$ cat src/rtl/uart_tx_arbiter_if.sv
// rtl/uart_tx_arbiter_if.sv - requester and uart_tx side signals of the arbiter
interface uart_tx_arbiter_if #(
  parameter int NREQ = 4
);
  logic [NREQ-1:0]   req_valid;
  logic [8*NREQ-1:0] req_data;
  logic [NREQ-1:0]   req_ready;
  logic [15:0]       cfg_baudrate;
  logic [1:0]        cfg_parity_sel;
  logic              cfg_stop_sel;
  logic              tx_done;
  logic              tx_send_en;
  logic [7:0]        tx_tdata;
  logic [15:0]       tx_baudrate;
  logic [1:0]        tx_parity_sel;
  logic              tx_stop_sel;

  modport master (
    output req_valid, req_data, cfg_baudrate, cfg_parity_sel, cfg_stop_sel, tx_done,
    input  req_ready, tx_send_en, tx_tdata, tx_baudrate, tx_parity_sel, tx_stop_sel
  );

  modport slave (
    input  req_valid, req_data, cfg_baudrate, cfg_parity_sel, cfg_stop_sel, tx_done,
    output req_ready, tx_send_en, tx_tdata, tx_baudrate, tx_parity_sel, tx_stop_sel
  );
endinterface

$ cat src/rtl/uart_tx_arbiter.sv
// rtl/uart_tx_arbiter.sv - round-robin sequencer sharing one uart_tx among NREQ byte sources
module uart_tx_arbiter #(
  parameter int NREQ        = 4,
  parameter int ACK_TIMEOUT = 4,
  localparam int IDW        = (NREQ > 1) ? $clog2(NREQ) : 1
) (
  input  logic               mclk,
  input  logic               n_reset,
  uart_tx_arbiter_if.slave   bus,
  output logic [IDW-1:0]     o_grant_id,
  output logic               o_busy,
  output logic               o_frame_done,
  output logic               o_err,
  input  logic               i_err_clr
);

  localparam int CW = $clog2(ACK_TIMEOUT + 1);

  typedef enum logic [1:0] {
    ST_IDLE,
    ST_SEND,
    ST_WAIT_ACK,
    ST_WAIT_DONE
  } state_t;

  state_t          r_state;
  state_t          w_state_nxt;
  logic [IDW-1:0]  r_rr;
  logic [CW-1:0]   r_ack_cnt;
  logic [7:0]      r_tdata;
  logic [15:0]     r_baudrate;
  logic [1:0]      r_parity_sel;
  logic            r_stop_sel;
  logic [IDW-1:0]  r_grant_id;
  logic            r_err;

  logic            w_found;
  logic [IDW-1:0]  w_winner;
  logic [IDW-1:0]  w_idx;
  logic [NREQ-1:0] w_ready;
  logic            w_accept;
  logic            w_send_en;
  logic            w_frame_done;
  logic            w_timeout;

  // Search starts just after the last winner so every requester gets a turn.
  always_comb begin
    w_found  = 1'b0;
    w_winner = '0;
    w_idx    = '0;
    for (int k = 1; k <= NREQ; k++) begin
      w_idx = IDW'((int'(r_rr) + k) % NREQ);
      if (!w_found && bus.req_valid[w_idx]) begin
        w_found  = 1'b1;
        w_winner = w_idx;
      end
    end
  end

  always_ff @(posedge mclk or negedge n_reset) begin
    if (!n_reset) begin
      r_state <= ST_IDLE;
    end else begin
      r_state <= w_state_nxt;
    end
  end

  always_comb begin
    w_state_nxt  = r_state;
    w_ready      = '0;
    w_accept     = 1'b0;
    w_send_en    = 1'b0;
    w_frame_done = 1'b0;
    w_timeout    = 1'b0;
    case (r_state)
      ST_IDLE: begin
        if (bus.tx_done && w_found) begin
          w_ready     = NREQ'(1) << w_winner;
          w_accept    = 1'b1;
          w_state_nxt = ST_SEND;
        end
      end
      ST_SEND: begin
        w_send_en   = 1'b1;
        w_state_nxt = ST_WAIT_ACK;
      end
      ST_WAIT_ACK: begin
        if (!bus.tx_done) begin
          w_state_nxt = ST_WAIT_DONE;
        end else if (r_ack_cnt == CW'(ACK_TIMEOUT - 1)) begin
          w_timeout   = 1'b1;
          w_state_nxt = ST_IDLE;
        end
      end
      ST_WAIT_DONE: begin
        if (bus.tx_done) begin
          w_frame_done = 1'b1;
          w_state_nxt  = ST_IDLE;
        end
      end
      default: w_state_nxt = ST_IDLE;
    endcase
  end

  // Byte and frame config are captured only at accept, so the uart sees a stable frame.
  always_ff @(posedge mclk or negedge n_reset) begin
    if (!n_reset) begin
      r_rr         <= IDW'(NREQ - 1);
      r_tdata      <= '0;
      r_baudrate   <= '0;
      r_parity_sel <= '0;
      r_stop_sel   <= 1'b0;
      r_grant_id   <= '0;
    end else if (w_accept) begin
      r_rr         <= w_winner;
      r_tdata      <= bus.req_data[{w_winner, 3'b000} +: 8];
      r_baudrate   <= bus.cfg_baudrate;
      r_parity_sel <= bus.cfg_parity_sel;
      r_stop_sel   <= bus.cfg_stop_sel;
      r_grant_id   <= w_winner;
    end
  end

  always_ff @(posedge mclk or negedge n_reset) begin
    if (!n_reset) begin
      r_ack_cnt <= '0;
    end else if (r_state == ST_SEND) begin
      r_ack_cnt <= '0;
    end else if (r_state == ST_WAIT_ACK && bus.tx_done && !w_timeout) begin
      r_ack_cnt <= r_ack_cnt + 1'b1;
    end
  end

  always_ff @(posedge mclk or negedge n_reset) begin
    if (!n_reset) begin
      r_err <= 1'b0;
    end else if (i_err_clr) begin
      r_err <= 1'b0;
    end else if (w_timeout) begin
      r_err <= 1'b1;
    end
  end

  assign bus.req_ready     = w_ready;
  assign bus.tx_send_en    = w_send_en;
  assign bus.tx_tdata      = r_tdata;
  assign bus.tx_baudrate   = r_baudrate;
  assign bus.tx_parity_sel = r_parity_sel;
  assign bus.tx_stop_sel   = r_stop_sel;
  assign o_grant_id        = r_grant_id;
  assign o_busy            = (r_state != ST_IDLE);
  assign o_frame_done      = w_frame_done;
  assign o_err             = r_err;

endmodule
$ cat src/flat_wrapper.sv
// flat-port wrapper written by rule: the top's interface ports become plain ports
module uart_tx_arbiter_flat 
#(
  parameter int NREQ        = 4,
  parameter int ACK_TIMEOUT = 4,
  localparam int IDW        = (NREQ > 1) ? $clog2(NREQ) : 1
)
  (mclk, n_reset, o_grant_id, o_busy, o_frame_done, o_err, i_err_clr, bus_req_valid, bus_req_data, bus_cfg_baudrate, bus_cfg_parity_sel, bus_cfg_stop_sel, bus_tx_done, bus_req_ready, bus_tx_send_en, bus_tx_tdata, bus_tx_baudrate, bus_tx_parity_sel, bus_tx_stop_sel);
  uart_tx_arbiter_if #(.NREQ(NREQ)) bus_i ();
  input  logic mclk;
  input  logic n_reset;
  output logic [IDW-1:0] o_grant_id;
  output logic o_busy;
  output logic o_frame_done;
  output logic o_err;
  input  logic i_err_clr;
  input wire logic [$bits(bus_i.req_valid)-1:0] bus_req_valid;
  input wire logic [$bits(bus_i.req_data)-1:0] bus_req_data;
  input wire logic [$bits(bus_i.cfg_baudrate)-1:0] bus_cfg_baudrate;
  input wire logic [$bits(bus_i.cfg_parity_sel)-1:0] bus_cfg_parity_sel;
  input wire logic [$bits(bus_i.cfg_stop_sel)-1:0] bus_cfg_stop_sel;
  input wire logic [$bits(bus_i.tx_done)-1:0] bus_tx_done;
  output wire logic [$bits(bus_i.req_ready)-1:0] bus_req_ready;
  output wire logic [$bits(bus_i.tx_send_en)-1:0] bus_tx_send_en;
  output wire logic [$bits(bus_i.tx_tdata)-1:0] bus_tx_tdata;
  output wire logic [$bits(bus_i.tx_baudrate)-1:0] bus_tx_baudrate;
  output wire logic [$bits(bus_i.tx_parity_sel)-1:0] bus_tx_parity_sel;
  output wire logic [$bits(bus_i.tx_stop_sel)-1:0] bus_tx_stop_sel;
  assign bus_i.req_valid = bus_req_valid;
  assign bus_i.req_data = bus_req_data;
  assign bus_i.cfg_baudrate = bus_cfg_baudrate;
  assign bus_i.cfg_parity_sel = bus_cfg_parity_sel;
  assign bus_i.cfg_stop_sel = bus_cfg_stop_sel;
  assign bus_i.tx_done = bus_tx_done;
  assign bus_req_ready = bus_i.req_ready;
  assign bus_tx_send_en = bus_i.tx_send_en;
  assign bus_tx_tdata = bus_i.tx_tdata;
  assign bus_tx_baudrate = bus_i.tx_baudrate;
  assign bus_tx_parity_sel = bus_i.tx_parity_sel;
  assign bus_tx_stop_sel = bus_i.tx_stop_sel;
  uart_tx_arbiter #(.NREQ(NREQ), .ACK_TIMEOUT(ACK_TIMEOUT)) u_core (.mclk(mclk), .n_reset(n_reset), .bus(bus_i), .o_grant_id(o_grant_id), .o_busy(o_busy), .o_frame_done(o_frame_done), .o_err(o_err), .i_err_clr(i_err_clr));
endmodule
$ cat config.mk
export PLATFORM = sky130hd
export DESIGN_NAME = uart_tx_arbiter_flat
export DESIGN_NICKNAME = d
export VERILOG_FILES = /design/src/rtl/uart_tx_arbiter_if.sv /design/src/rtl/uart_tx_arbiter.sv /design/src/flat_wrapper.sv
export SDC_FILE = /design/constraint.sdc
export NUM_CORES = 1
export LEC_CHECK = 0
export ABC_AREA = 1
export BUFFER_PORTS_ARGS = -buffer_cell sky130_fd_sc_hd__buf_4
export CAP_MARGIN = 20
export CORE_ASPECT_RATIO = 0.7
export CORE_MARGIN = 3
export CORE_UTILIZATION = 46
export DETAILED_ROUTE_END_ITERATION = 12
export GPL_ROUTABILITY_DRIVEN = 0
export PLACE_DENSITY = 0.79
export SLEW_MARGIN = 25
export SYNTH_ARGS = -nofsm -noshare
export SYNTH_HDL_FRONTEND = slang
export SYNTH_SLANG_ARGS = --single-unit
$ cat constraint.sdc
create_clock -name mclk -period 2.6 [get_ports mclk]
set_input_delay 0.26 -clock mclk [delete_from_list [all_inputs] [get_ports mclk]]
set_output_delay 0.26 -clock mclk [all_outputs]
set_load 0.05 [all_outputs]
# After elaboration in Yosys (flattened, before gate mapping)
# Cells that the tools add are included.
# totals
register_bits	37
word_cells	77
output_inout_bits	37
inputBits	59
# classes
mux	35
n_addsub	5
n_shift	2
reduce_logical	15
n_lt_le_gt_ge	4
n_eq_ne	7
# op_table
op	n
$shiftx A32 B6 Y8	1
$mux W1	18
$mux W2	8
$lt A2 B3 Y1 const B	4
$bmux W1 S2	4
$mux W4	2
$pmux W2 S4	1
$logic_and A1 B1 Y1	6
$mux W3	2
$reduce_bool A2 Y1	3
$add A2 B1 Y2 const B	2
$add A2 B2 Y2 const B	2
$eq A2 B2 Y1 const B	2
$logic_not A1 Y1	4
$shl A1 B2 Y4 const A	1
$add A3 B1 Y3 const B	1
$eq A3 B2 Y1 const B	1
$ne A3 B2 Y1 const B	1
$reduce_and A3 Y1	1
$eq A2 B1 Y1 const B	1
$logic_not A2 Y1	1
$ne A2 B1 Y1 const B	1
$ne A2 B2 Y1 const B	1

# Depth between registers and ports, before layout
# logic_depth
ltp_word	16
mapped_depth	17
ltp_nobuf	14

# Least setup slack after synthesis
# Ideal clock, no wire load.
# synth_path
path_kind	reg2out
start	register u_core.r_rr[0]
end	output port bus_req_ready[1]
stages_incl_launch_ff	16
arrival_ns	2.308
setup_slack_ns	0.032
cell_sequence	dfstp_2 buf_6 inv_2 buf_6 nand2_2 nand2_2 nand2_1 nand2_1 nand2_1 nand2_2 nor2_2 nand2_4 nand2_4 buf_8 nand2_1 nor2_1
# synth_between
elab_chain_len	16
word_cells_on_any_way	30
classes_between	4 x add/sub; 1 x shift; 18 x mux; 7 x reduce/logical
# synth_rtl
element	line	rtl
start: declaration	uart_tx_arbiter.sv:28	logic [IDW-1:0] r_rr;
start signal: assignment	uart_tx_arbiter.sv:108	r_rr <= IDW'(NREQ - 1);
start signal: assignment	uart_tx_arbiter.sv:115	r_rr <= w_winner;
$add A2 B1 Y2	uart_tx_arbiter.sv:52	w_idx = IDW'((int'(r_rr) + k) % NREQ);
$bmux W1 S2	uart_tx_arbiter.sv:53	if (!w_found && bus.req_valid[w_idx]) begin
$mux W1 (not written as such)	uart_tx_arbiter.sv:53	
$mux W1	uart_tx_arbiter.sv:53	
$logic_not A1 Y1	uart_tx_arbiter.sv:53	
$logic_and A1 B1 Y1	uart_tx_arbiter.sv:53	
$mux W1	uart_tx_arbiter.sv:53	
$logic_not A1 Y1	uart_tx_arbiter.sv:53	
$logic_and A1 B1 Y1	uart_tx_arbiter.sv:53	
$mux W1	uart_tx_arbiter.sv:53	
$logic_not A1 Y1	uart_tx_arbiter.sv:53	
$logic_and A1 B1 Y1	uart_tx_arbiter.sv:53	
$mux W2 / $mux W1 (equally long branches)	uart_tx_arbiter.sv:53	
$shl A1 B2 Y4 / $logic_and A1 B1 Y1 (equally long branches)	uart_tx_arbiter.sv:78, uart_tx_arbiter.sv:77	
$mux W4 (*)	uart_tx_arbiter.sv:77	if (bus.tx_done && w_found) begin
$mux W4 (*)	uart_tx_arbiter.sv:75	case (r_state)
end: declaration	flat_wrapper.sv:23	output wire logic [$bits(bus_i.req_ready)-1:0] bus_req_ready;
# Mark *: on every way between the ends. The rest lies on a longest branch, timed or not. The select of a mux whose other input is x is not followed.

# Worst setup path in the final report
# layout_path
start	register u_core.r_rr[0]
end	output port bus_req_ready[2]
# Same word-level chain as after synthesis.

==> run metrics <==
status completed; Clock Latency Late Sink between 200 and 300 ps; DR vias roughly 2100; clk buf depth 2; cell area after layout just under 3000 µm²; # clock sinks 37; #FFs+latches synth 37; Post-synth EDFFs 0; largest net degree at the start of global routing 38; row count 19; Initial DRC Count between 100 and 150; global route total overflow 0; Setup crit start kind register; Ant. Diodes 0; height of the die ~62 µm; FMAX 398.7 MHz; Main synth FF type dfrtp_1; CTS Buf Count 5; headroom to the max-slew limit a little over two thirds; most frequent cells in the layout nand2_1, buf_4, nand3_1, dfrtp_1; Final Hold Viols 0; I/O Buffers between 90 and 100; Setup Viol. Count Final 0; area delta synth->final 43.85%; Adder-Cell Fraction of Synth Area 1.223%; Tot Pwr 4615 µW; CP arrival between 2000 and 2500 ps; crit share post-route roughly 96%; unique cell type count in the Yosys netlist 22; Post-Synth XOR/XNOR Area 0%; CP Capture Type primary output; top sig layer met4; Clock Skew about 6 ps; Nets 441; Die Wd around 86 µm; syn_nets about 340; worst slew pin tran around 450 ps; final worst path period need 2508 ps; initial core utilization 50.03%; metal3 WL around 550 µm; Synth Area in Compound Gates under 10%; post-synth top area share between 40% and 50%; Syn. warnings 0; root buf cell clkbuf_8; fraction of layout cells with a size suffix above 1 between 30% and 40%; Top Ports 96; final wirelength approximately 5.5 mm; antenna-violating nets left 0; Via density 4.945; WL met2 2.510 mm; largest family of logic cells by synthesized area simple AND/OR/NAND/NOR gates; vias in the first global route ~2000; GRT Resource Usage Total approximately 21%; Hold Slack 106.2 ps; M1 WL between 2 and 2.5 mm; wire per inst between 10 and 15 µm; initial antenna violation count 0; Slew Limit Fails 0; Synth Area per Inst 7.254 µm²; drt first pass iters 4; clock tree from TritonCTS yes; first-pass GRT wire length between 8 and 9 mm; DP Area approximately 2800 µm²; critical-path maximum fanout 11; Seq/Total Area, Yosys between 40% and 50%; Worst Path Required ~2300 ps; Cell Area, Synth 2046 µm²; H-tree depth 2; Placeable Area about 4100 µm²; Core Util, Final 71.97%; Worst VDD drop between 900 and 1000 µV; worst hold-check path type input pin to register; multiplexer area fraction after synthesis 0%; Clk pin slew, worst setup/hold paths about 70 ps; simple-gate portion of the synthesized area between 40% and 50%; RSZ-0062 raised after global routing true; cell count after synthesis around 280; top area cells in the synthesized netlist dfrtp_1, nand2_1, nand3_1; top cell type by total area after synthesis dfrtp_1; most common cell after layout, fill and taps aside nand2_1; DP HPWL slightly above 4 mm; DRC 0; Pleak 0.001653 µW; Max-cap violations 0; power per cell area about 1600 nW/µm²; ys async rst share 100.0%; setup TNS 0 ps; die area ~5300 µm²; Crit Path Class register to primary output
==> state kept, by name, indices dropped and copies added (netlist names) <==
signal,cells
u_core.r_rr,2
u_core.o_err,1
u_core.bus.tx_parity_sel,2
u_core.bus.tx_baudrate,16
u_core.r_ack_cnt,3
u_core.r_state,2
u_core.bus.tx_tdata,8
u_core.bus.tx_stop_sel,1
u_core.o_grant_id,2
==> logic make-up after synthesis <==
logic type,Yosys count
buffers and inverters,31
AO/OA/AOI/OAI,10
AND/OR/NAND/NOR,202
adder cells (fa/ha/maj),2
flip-flops,37
==> synth_stat cells (2+ instances only) <==
cell / instances
a31oi_1: 2
nand2_2: 13
dfstp_2: 2
nand2_4: 2
nand2_1: 127
o21ai_0: 3
o21ai_1: 2
inv_1: 13
nand3_1: 44
buf_2: 9
inv_2: 5
ha_1: 2
dfrtp_1: 35
a21oi_1: 2
buf_6: 2
nor2_1: 13
==> worst max-delay path, cell delays in order, from the launching register on <==
cell and delay (ps):
dfstp_2 620, inv_4 110, nand2_1 70, nand2_1 90
nand2_2 90, nand2_2 80, nor2_4 120, nand2_1 80
nor2_1 110, nor2_1 80, buf_4 180, nor2_1 140
buf_6 180
==> report_power, final <==
group          switching (µW)  internal, µW
clock                     199           215
sequential                175           853
combinational            2150          1020
==> layer usage <==
layer,track usage [%],vias up
li1,-,1082
met1,26.74,962
met2,34.18,86
met3,7.115,11
met4,11.06,0
met5,0,-
==> cell type report <==
cell class                      count  area [µm²]
Sequential cell                    37       928.4
Clock inverter                      1       7.507
Timing Repair Buffer              104       802.0
Fill cell                         335        1146
Inverter                           18       70.07
Multi-Input combinational cell    214       983.4
Clock buffer                        7       86.33
Tap cell                           52       65.06
==> path summary, 6_finish.rpt <==
path / to / slack (ps) / from / cells after the start
max: bus_req_ready[2] / 90 / u_core.r_rr[0] / 12
min: u_core.o_err / 110 / i_err_clr / 2
max reg2reg: u_core.bus.tx_tdata[7] / 520 / u_core.r_rr[0] / 15
min reg2reg: u_core.bus.tx_baudrate[3] / 480 / u_core.bus.tx_baudrate[3] / 2
max in group asynchronous: u_core.r_rr[0] / 1770 / n_reset / 2
min in group asynchronous: u_core.r_ack_cnt[2] / 460 / n_reset / 2
==> through the flow <==
stage	instances	setup slack, ps
final	433	92.08
after global routing	433	-42.72
after CTS	430	29.66
after detailed placement	420	224.6
after global placement	420	319.4
after floorplan	282	32.46
==> repair_timing <==
item | in CTS | in global routing
buffers inserted | 1 | 3
hold endpoints to repair | 35 | 0
pin swaps | 2 | 1
gates cloned | 0 | 0
setup endpoints to repair | 2 | 4
gates resized for setup | 2 | 10
hold buffers | 1 | 0
Note: power is estimated with default switching activity, not from simulation.
